==> config.mk <==
export PLATFORM = sky130hd
export DESIGN_NAME = mem_arbiter
export DESIGN_NICKNAME = d
export VERILOG_FILES = /design/src/rtl/mem_arbiter_pkg.sv /design/src/rtl/mem_arb_timer.sv /design/src/rtl/mem_arbiter.sv
export SDC_FILE = /design/constraint.sdc
export NUM_CORES = 1
export LEC_CHECK = 0
export CORE_UTILIZATION = 43
export DETAILED_ROUTE_END_ITERATION = 7
export MAX_ROUTING_LAYER = met4
export PLACE_DENSITY = 0.78
export SETUP_SLACK_MARGIN = 0.05
export SLEW_MARGIN = 10
export SYNTH_ARGS = -nofsm -noshare
export SYNTH_HDL_FRONTEND = slang
export SYNTH_HIERARCHICAL = 1
export SYNTH_SLANG_ARGS = --single-unit
==> constraint.sdc <==
create_clock -name clk -period 2.4 [get_ports clk]
set_input_delay 0.48 -clock clk [delete_from_list [all_inputs] [get_ports clk]]
set_output_delay 0.48 -clock clk [all_outputs]
set_load 0.005 [all_outputs]
==> src/rtl/mem_arbiter_pkg.sv <==
// Shared types and defaults for the SRAM arbiter: state encodings, port select, bus widths.
package mem_arbiter_pkg;

  localparam int unsigned MEM_ARB_ADDR_W = 18;
  localparam int unsigned MEM_ARB_DATA_W = 16;
  localparam int unsigned MEM_ARB_CNT_W  = 8;

  typedef enum logic [2:0] {
    StIdle    = 3'd0,
    StRd      = 3'd1,
    StWrSetup = 3'd2,
    StWrPulse = 3'd3,
    StWrHold  = 3'd4,
    StDone    = 3'd5
  } state_e;

  typedef enum logic {
    PortIf  = 1'b0,
    PortMem = 1'b1
  } port_e;

endpackage

==> src/rtl/mem_arb_timer.sv <==
// Loadable down-counter timing the SRAM read and write-pulse phases.
module mem_arb_timer #(
  parameter int unsigned CNT_W = 8
) (
  input  logic             clk,
  input  logic             rst,
  input  logic             start,
  input  logic [CNT_W-1:0] load_val,
  output logic             done
);

  logic [CNT_W-1:0] cnt_q, cnt_d;

  always_comb begin
    cnt_d = cnt_q;
    if (start) begin
      cnt_d = load_val;
    end else if (cnt_q != '0) begin
      cnt_d = cnt_q - 1'b1;
    end
  end

  always_ff @(posedge clk) begin
    if (!rst) begin
      cnt_q <= '0;
    end else begin
      cnt_q <= cnt_d;
    end
  end

  // High during the final cycle of the loaded phase.
  assign done = (cnt_q == CNT_W'(1));

endmodule

==> src/rtl/mem_arbiter.sv <==
// Arbitrates the external SRAM between instruction fetch and data memory ports.
// Optional one-entry fetch buffer enabled by defining MEM_ARB_IFBUF_EN.
module mem_arbiter
  import mem_arbiter_pkg::*;
#(
  parameter int unsigned ADDR_W    = MEM_ARB_ADDR_W,
  parameter int unsigned DATA_W    = MEM_ARB_DATA_W,
  parameter int unsigned RD_CYCLES = 2,
  parameter int unsigned WR_CYCLES = 2
) (
  input  logic              clk,
  input  logic              rst,
  input  logic              if_req,
  input  logic [ADDR_W-1:0] if_addr,
  output logic              if_ack,
  output logic [DATA_W-1:0] if_rdata,
  output logic              if_stall,
  input  logic              mem_req,
  input  logic              mem_we,
  input  logic [ADDR_W-1:0] mem_addr,
  input  logic [DATA_W-1:0] mem_wdata,
  output logic              mem_ack,
  output logic [DATA_W-1:0] mem_rdata,
  output logic              mem_stall,
  output logic [ADDR_W-1:0] sram_addr,
  output logic [DATA_W-1:0] sram_dout,
  output logic              sram_doe,
  input  logic [DATA_W-1:0] sram_din,
  output logic              sram_ce_n,
  output logic              sram_oe_n,
  output logic              sram_we_n
);

  state_e                    state_q, state_d;
  port_e                     port_q;
  logic [ADDR_W-1:0]         addr_q;
  logic [DATA_W-1:0]         wdata_q;
  logic [DATA_W-1:0]         if_rdata_q, mem_rdata_q;
  logic                      timer_start, timer_done;
  logic [MEM_ARB_CNT_W-1:0]  timer_load;
  logic                      buf_hit;
  logic [DATA_W-1:0]         buf_hit_data;
  logic                      rd_capture;

  mem_arb_timer #(
    .CNT_W(MEM_ARB_CNT_W)
  ) u_timer (
    .clk     (clk),
    .rst     (rst),
    .start   (timer_start),
    .load_val(timer_load),
    .done    (timer_done)
  );

  assign rd_capture = (state_q == StRd) && timer_done;

`ifdef MEM_ARB_IFBUF_EN
  logic              buf_valid_q;
  logic [ADDR_W-1:0] buf_tag_q;
  logic [DATA_W-1:0] buf_data_q;

  assign buf_hit      = buf_valid_q && (buf_tag_q == if_addr);
  assign buf_hit_data = buf_data_q;

  always_ff @(posedge clk) begin
    if (!rst) begin
      buf_valid_q <= 1'b0;
      buf_tag_q   <= '0;
      buf_data_q  <= '0;
    end else if (rd_capture && (port_q == PortIf)) begin
      buf_valid_q <= 1'b1;
      buf_tag_q   <= addr_q;
      buf_data_q  <= sram_din;
    end else if ((state_q == StWrSetup) && (addr_q == buf_tag_q)) begin
      buf_valid_q <= 1'b0;
    end
  end
`else
  assign buf_hit      = 1'b0;
  assign buf_hit_data = '0;
`endif

  always_ff @(posedge clk) begin
    if (!rst) begin
      state_q <= StIdle;
    end else begin
      state_q <= state_d;
    end
  end

  always_comb begin
    state_d     = state_q;
    timer_start = 1'b0;
    timer_load  = '0;
    unique case (state_q)
      StIdle: begin
        if (mem_req) begin
          if (mem_we) begin
            state_d = StWrSetup;
          end else begin
            state_d     = StRd;
            timer_start = 1'b1;
            timer_load  = MEM_ARB_CNT_W'(RD_CYCLES);
          end
        end else if (if_req) begin
          if (buf_hit) begin
            state_d = StDone;
          end else begin
            state_d     = StRd;
            timer_start = 1'b1;
            timer_load  = MEM_ARB_CNT_W'(RD_CYCLES);
          end
        end
      end
      StRd: begin
        if (timer_done) state_d = StDone;
      end
      StWrSetup: begin
        state_d     = StWrPulse;
        timer_start = 1'b1;
        timer_load  = MEM_ARB_CNT_W'(WR_CYCLES);
      end
      StWrPulse: begin
        if (timer_done) state_d = StWrHold;
      end
      StWrHold: state_d = StDone;
      StDone:   state_d = StIdle;
      default:  state_d = StIdle;
    endcase
  end

  always_comb begin
    sram_ce_n = 1'b1;
    sram_oe_n = 1'b1;
    sram_we_n = 1'b1;
    sram_doe  = 1'b0;
    unique case (state_q)
      StRd: begin
        sram_ce_n = 1'b0;
        sram_oe_n = 1'b0;
      end
      StWrSetup, StWrHold: begin
        sram_ce_n = 1'b0;
        sram_doe  = 1'b1;
      end
      StWrPulse: begin
        sram_ce_n = 1'b0;
        sram_we_n = 1'b0;
        sram_doe  = 1'b1;
      end
      default: ;
    endcase
  end

  always_ff @(posedge clk) begin
    if (!rst) begin
      port_q      <= PortIf;
      addr_q      <= '0;
      wdata_q     <= '0;
      if_rdata_q  <= '0;
      mem_rdata_q <= '0;
    end else begin
      if (state_q == StIdle) begin
        if (mem_req) begin
          port_q  <= PortMem;
          addr_q  <= mem_addr;
          wdata_q <= mem_wdata;
        end else if (if_req) begin
          port_q <= PortIf;
          addr_q <= if_addr;
          if (buf_hit) if_rdata_q <= buf_hit_data;
        end
      end
      if (rd_capture) begin
        if (port_q == PortMem) begin
          mem_rdata_q <= sram_din;
        end else begin
          if_rdata_q <= sram_din;
        end
      end
    end
  end

  assign sram_addr = addr_q;
  assign sram_dout = wdata_q;
  assign if_rdata  = if_rdata_q;
  assign mem_rdata = mem_rdata_q;
  assign if_ack    = (state_q == StDone) && (port_q == PortIf);
  assign mem_ack   = (state_q == StDone) && (port_q == PortMem);
  assign if_stall  = if_req & ~if_ack;
  assign mem_stall = mem_req & ~mem_ack;

endmodule

==> impl_metrics.py, run 1 <==
metrics = {
    "status": {
        "status": "finished, final reports clean",
    },
    "route": {
        "vias": 3101,
        "dr.pass1.iters": 4,
        "drt_iter0_drc": 116,
        "post_drt_wl_per_cell_um": 14.0,
        "viasPerCell": 4.95,
        "wirelength_um": 8800,
        "ant_nets": 0,
        "drcViolationCount": 0,
    },
    "run": {
        "timing.max_cap.violations": 0,
    },
    "floorplan": {
        "die_w_um": 92.7,
        "rows": 32,
        "initial_core_util_pct": 45.0,
        "core_um2": 7850,
        "dieHeight_um": 92.7,
        "num_io_pins": 147,
        "die-area_um2": 8580,
    },
    "min_path": {
        "min_path_type": "reg -> reg",
    },
    "critical_path": {
        "start_kind": "flip-flop",
        "worstPathMaxFanout": 8,
        "crit_start": "state_q[0]",
        "r2r_start": "u_timer/cnt_q[4]",
        "r2r_cells": 6,
        "r2r-end": "mem_rdata[1]",
        "crit_path_end": "mem_stall",
        "end_kind": "output pin",
        "rrSetupSlack_ns": 0.51,
        "crit_type": "reg -> out",
        "cp_data_required_time_ns": 1.92,
        "arrival_ns": 1.78,
    },
    "clocking": {
        "clock_sink_count": 78,
        "clk_latency_ns": 0.35,
        "cts_buffers": 9,
        "clockRootBuffer": "clkbuf_8",
        "cts_buffer_depth": 2,
        "cts_tree": "yes",
        "clk_pin_slew_worst_paths_ns": 0.08,
        "cts_htree_levels": 3,
    },
    "layout": {
        "fin_nets": 596,
        "syn_to_final_growth_pct": 50.7,
        "drive_gt1_share_pct": 9.33,
        "final_util_pct": 67.9,
        "n_fill_cell": 665,
        "final_area_um2": 5330,
        "diodes": 0,
    },
    "yosys": {
        "synth_edf_count": 0,
        "syn_inst": 371,
        "synth_top_area_share_pct": 44.2,
        "ys_warn_count": 6,
        "synth_common_cells": "nand2_1 (88), dfxtp_1 (78), mux2i_1 (52), nand3_1 (18), o211a_1 (18)",
        "synth_area_um2": 3530,
        "ys_types": 44,
        "synth_ff_type": "dfxtp_1",
        "seq_area_frac_synth_pct": 44.2,
        "yosysMostFrequentCell": "nand2_1",
        "synth.area.top_cells": "dfxtp_1 (44%), mux2i_1 (15%), nand2_1 (9.3%), o211a_1 (5.1%), a21boi_1 (3.6%)",
        "avgSynthCellArea_um2": 9.52,
        "ys_ff_latch": 78,
        "async_reset_ff_share_pct": 0,
        "yosysTopAreaCell": "dfxtp_1",
    },
    "placement": {
        "hpwl_um": 6580,
        "place.gp.congestion": 0.751,
        "placed_area_um2": 5090,
        "io_buffers": 146,
    },
    "sta": {
        "maxSlewHeadroom_pct": 55.8,
        "fin_crit_sh_pct": 94.2,
        "finalCriticalPeriod_ns": 2.26,
        "max_freq_ghz": 0.442,
        "setup_violations": 0,
        "skew_ns": 0.0114,
        "tightest_slew_ns": 0.664,
        "hold_viol": 0,
        "rsz0062_at_grt": "no",
        "setup-tns-final_ns": 0,
        "drv_slew": 0,
    },
    "grt": {
        "grt_pass1_wl_um": 14300,
        "grt_usage_pct": 21.7,
        "grt_max_degree": 40,
        "first_global_vias": 3099,
        "grt-ovfl-total": 0,
        "antenna_found_initial": 0,
    },
    "pwr": {
        "p_total_uw": 3640,
        "peakVddDrop_uv": 337,
        "p_leak_uw": 0.00230,
        "p_per_area_nw_per_um2": 683,
    },
}
[layout make-up]
| class | count | area, um2 | area share (%) |
|---|---|---|---|
| Clock buffer | 10 | 138 | 2.58 |
| Clock inverter | 6 | 92.6 | 1.74 |
| Inverter | 6 | 22.5 | 0.423 |
| Multi-Input combinational cell | 264 | 1800 | 33.7 |
| Sequential cell | 78 | 1560 | 29.4 |
| Tap cell | 102 | 128 | 2.40 |
| Timing Repair Buffer | 161 | 1590 | 29.8 |
[how the worst min path moves through the flow]
stage                  start             to  slack (ns)  depth (start not counted)
2_1_floorplan    if_rdata[0]    if_rdata[0]        0.45                          2
3_3_place_gp    sram_dout[7]   sram_dout[7]        0.44                          2
3_5_place_dp   sram_dout[11]  sram_dout[11]        0.44                          2
4_1_cts        sram_dout[11]  sram_dout[11]        0.46                          2
5_1_grt         mem_rdata[2]   mem_rdata[2]        0.49                          2
6_report        sram_dout[0]   sram_dout[0]        0.45                          2
[registers in the layout, indices dropped and copies added (netlist names)]
signal and cells:
u_timer/cnt_q 8, port_q 1, state_q 3, mem_rdata 16
sram_dout 16, sram_addr 18, if_rdata 16
[cell usage in the layout (no fill, tap or decap), drive strengths merged, types with 3 or more instances in the layout]
| cell type | count |
|---|---|
| xnor2 | 3 |
| ha | 3 |
| nor2 | 11 |
| dfxtp | 78 |
| xor2 | 3 |
| nor3 | 5 |
| clkdlybuf4s50 | 143 |
| a21boi | 17 |
| a211oi | 4 |
| o21ai | 5 |
| o211a | 18 |
| buf | 16 |
| inv | 7 |
| nor3b | 4 |
| nand2 | 89 |
| nand3 | 18 |
| a21oi | 3 |
| conb | 7 |
| mux2i | 52 |
| clkbuf | 10 |
| nor2b | 5 |
[metrics by stage]
step           cells  setup WS, ns  hold slack, ns
2_1_floorplan    377         0.606           0.451
3_3_place_gp     611         0.118           0.440
3_5_place_dp     611        0.0752           0.445
4_1_cts          627        0.0617           0.457
5_1_grt          627        0.0717           0.486
6_report         627         0.139           0.454
[kinds of logic (layout without fill, tap and decap cells)]
| group | after synthesis | after routing | share of synthesized area, % |
|---|---|---|---|
| compound gates | 50 | 50 | 11.9 |
| mux | 52 | 52 | 14.7 |
| flops | 78 | 78 | 44.2 |
| other cells | 1 | 7 | 0.106 |
| xor+xnor | 6 | 6 | 1.49 |
| fa+ha+maj | 3 | 3 | 1.06 |
| buf+inv | 35 | 183 | 5.77 |
| simple gates | 146 | 146 | 20.7 |
[routing by layer]
metal / global-route usage, % / vias to the layer above / wire length, um
met5: - / - / 0
met4: 11.5 / 0 / 271
met3: 5.34 / 21 / 509
met2: 36.4 / 91 / 4400
met1: 23.7 / 1438 / 3620
li1: - / 1551 / -
[where the power goes]
part	total [uW]	switching [uW]	internal (uW)
logic	979	428	551
clock network	1100	484	619
registers	1550	122	1430
[worst max-delay path: stages, from the launching register on]
cell,delay (ns)
dfxtp_2,0.36
buf_4,0.17
and4_1,0.23
nor2b_1,0.14
clkdlybuf4s50_1,0.54
[timing repair]
item / in CTS / in global routing
setup buffers: 0 / 0
resized for setup: 0 / 4
endpoints found under the setup margin: 0 / 4
hold buffers: 0 / 0
hold endpoints to repair: 0 / 0
No activity file was read; power rests on OpenSTA's default activity.
==> run 2: changes to the inputs <==
TNS_END_PERCENT = 1   (was default)
==> run 2 against run 1 <==
  * Power about the same
  * Non-clock buffer count is the same
  * Via count fell by 0.39%
  * Hold slack is the same
  * Global-route usage stayed put
  * Setup slack got worse by 0.052 ns
  * Clock power barely moved
  * Clock skew about the same
  * Sequential share of layout area is essentially flat
  * Critical path depth shrank 1
  * Sequential cell count unchanged
  * First-iteration DRC count fell by 5.2%
  * Largest power group unchanged
  * Highest routed layer unchanged
==> impl_metrics.py, run 2 (synthesis gave the netlist of run 1 again) <==
metrics = {
    "placement": {
        "place.gp.congestion": 0.751,
        "io_buffers": 146,
        "hpwl_um": 6580,
        "placed_area_um2": 5090,
    },
    "run": {
        "timing.max_cap.violations": 0,
    },
    "critical_path": {
        "start_kind": "primary input",
        "worstPathMaxFanout": 7,
        "end_kind": "output pin",
        "crit_type": "in -> out",
        "cp_data_required_time_ns": 1.92,
        "arrival_ns": 1.83,
    },
    "sta": {
        "drv_slew": 0,
        "fin_crit_sh_pct": 96.4,
        "rsz0062_at_grt": "yes",
        "setup-tns-final_ns": 0,
        "max_freq_ghz": 0.432,
        "skew_ns": 0.0114,
        "hold_viol": 0,
        "tightest_slew_ns": 0.664,
        "maxSlewHeadroom_pct": 55.7,
        "whs_ns": 0.454,
        "finalCriticalPeriod_ns": 2.31,
        "setup_violations": 0,
    },
    "floorplan": {
        "die_w_um": 92.7,
        "die-area_um2": 8580,
        "num_io_pins": 147,
        "initial_core_util_pct": 45.0,
        "dieHeight_um": 92.7,
        "core_um2": 7850,
        "rows": 32,
    },
    "layout": {
        "layout_commonest_cell": "clkdlybuf4s50_1",
        "drive_gt1_share_pct": 8.95,
        "final_area_um2": 5320,
        "final_cell_mix": "clkdlybuf4s50_1 (144), nand2_1 (88), dfxtp_1 (78)",
        "largest_register_ff_count": 18,
        "syn_to_final_growth_pct": 50.6,
        "fin_nets": 596,
        "diodes": 0,
    },
    "grt": {
        "grt_max_degree": 40,
        "grt_usage_pct": 21.7,
        "grt-ovfl-total": 0,
        "antenna_found_initial": 0,
        "first_global_vias": 3099,
        "grt_pass1_wl_um": 14300,
    },
    "pwr": {
        "clkPwrFrac_pct": 30.3,
        "peakVddDrop_uv": 337,
        "internal_power_uw": 2600,
        "switching_power_uw": 1030,
        "p_leak_uw": 0.00229,
        "p_per_area_nw_per_um2": 683,
        "p_seq_share_pct": 42.7,
        "p_comb_share_pct": 26.9,
        "p_sw_share_pct": 28.5,
    },
    "clocking": {
        "cts_buffer_depth": 2,
        "clk_pin_slew_worst_paths_ns": 0.07,
        "cts_setup_buffers": 0,
        "cts_buffers": 9,
        "clock_sink_count": 78,
        "clk_latency_ns": 0.35,
        "cts_tree": "yes",
        "clockRootBuffer": "clkbuf_8",
        "cts_htree_levels": 3,
    },
    "route": {
        "wirelength_um": 8800,
        "ant_nets": 0,
        "vias": 3089,
        "drcViolationCount": 0,
        "drt_iter0_drc": 110,
        "viasPerCell": 4.93,
        "post_drt_wl_per_cell_um": 14.0,
        "dr.pass1.iters": 4,
    },
    "min_path": {
        "min_path_type": "reg -> reg",
    },
    "status": {
        "status": "finished, final reports clean",
    },
}
-- run 2: layout make-up --
type	instances	area, um2
Timing Repair Buffer	161	1580
Inverter	6	22.5
Tap cell	102	128
Fill cell	662	2530
Clock inverter	6	92.6
Multi-Input combinational cell	264	1800
Clock buffer	10	138
Sequential cell	78	1560
-- run 2: metrics by stage --
stage               worst slack (ns)  instances  power [uW]  util (%)
floorplan                      0.606        377        2150         -
global placement               0.118        611        2540      64.8
detailed placement            0.0752        611        2570      64.8
CTS                           0.0617        627        3680      67.8
global route                  0.0246        627        3840      67.8
finish                        0.0874        627        3640      67.8
-- run 2: layer usage --
metal | vias up | routed length [um] | global-route usage (%)
li1 | 1551 | - | -
met1 | 1426 | 3650 | 23.7
met2 | 91 | 4370 | 36.4
met3 | 21 | 509 | 5.34
met4 | 0 | 271 | 11.5
met5 | - | 0 | -
-- run 2: power groups by stage --
stage	clock network (uW)	logic, uW	registers (uW)
floorplan	0	580	1570
global placement	0	960	1580
detailed placement	0	986	1580
CTS	1130	993	1550
global route	1190	1080	1570
finish	1100	980	1550
-- run 2: critical path: stages --
cell             delay, ns
clkdlybuf4s50_1       0.61
nor2b_1               0.20
clkdlybuf4s50_1       0.54
-- run 2: what timing repair did --
item / in CTS / in global routing
hold endpoints to repair: 0 / 0
endpoints found under the setup margin: 0 / 4
resized for setup: 0 / 1
hold buffers: 0 / 0
-- run 2: worst paths after layout --
kind	cells past startpoint	from	to	slack, ns
setup / recovery	3	mem_req	mem_stall	0.09
hold / removal	2	sram_dout[0]	sram_dout[0]	0.45
setup reg to reg	6	u_timer/cnt_q[4]	mem_rdata[1]	0.51
hold reg to reg	2	sram_dout[0]	sram_dout[0]	0.45
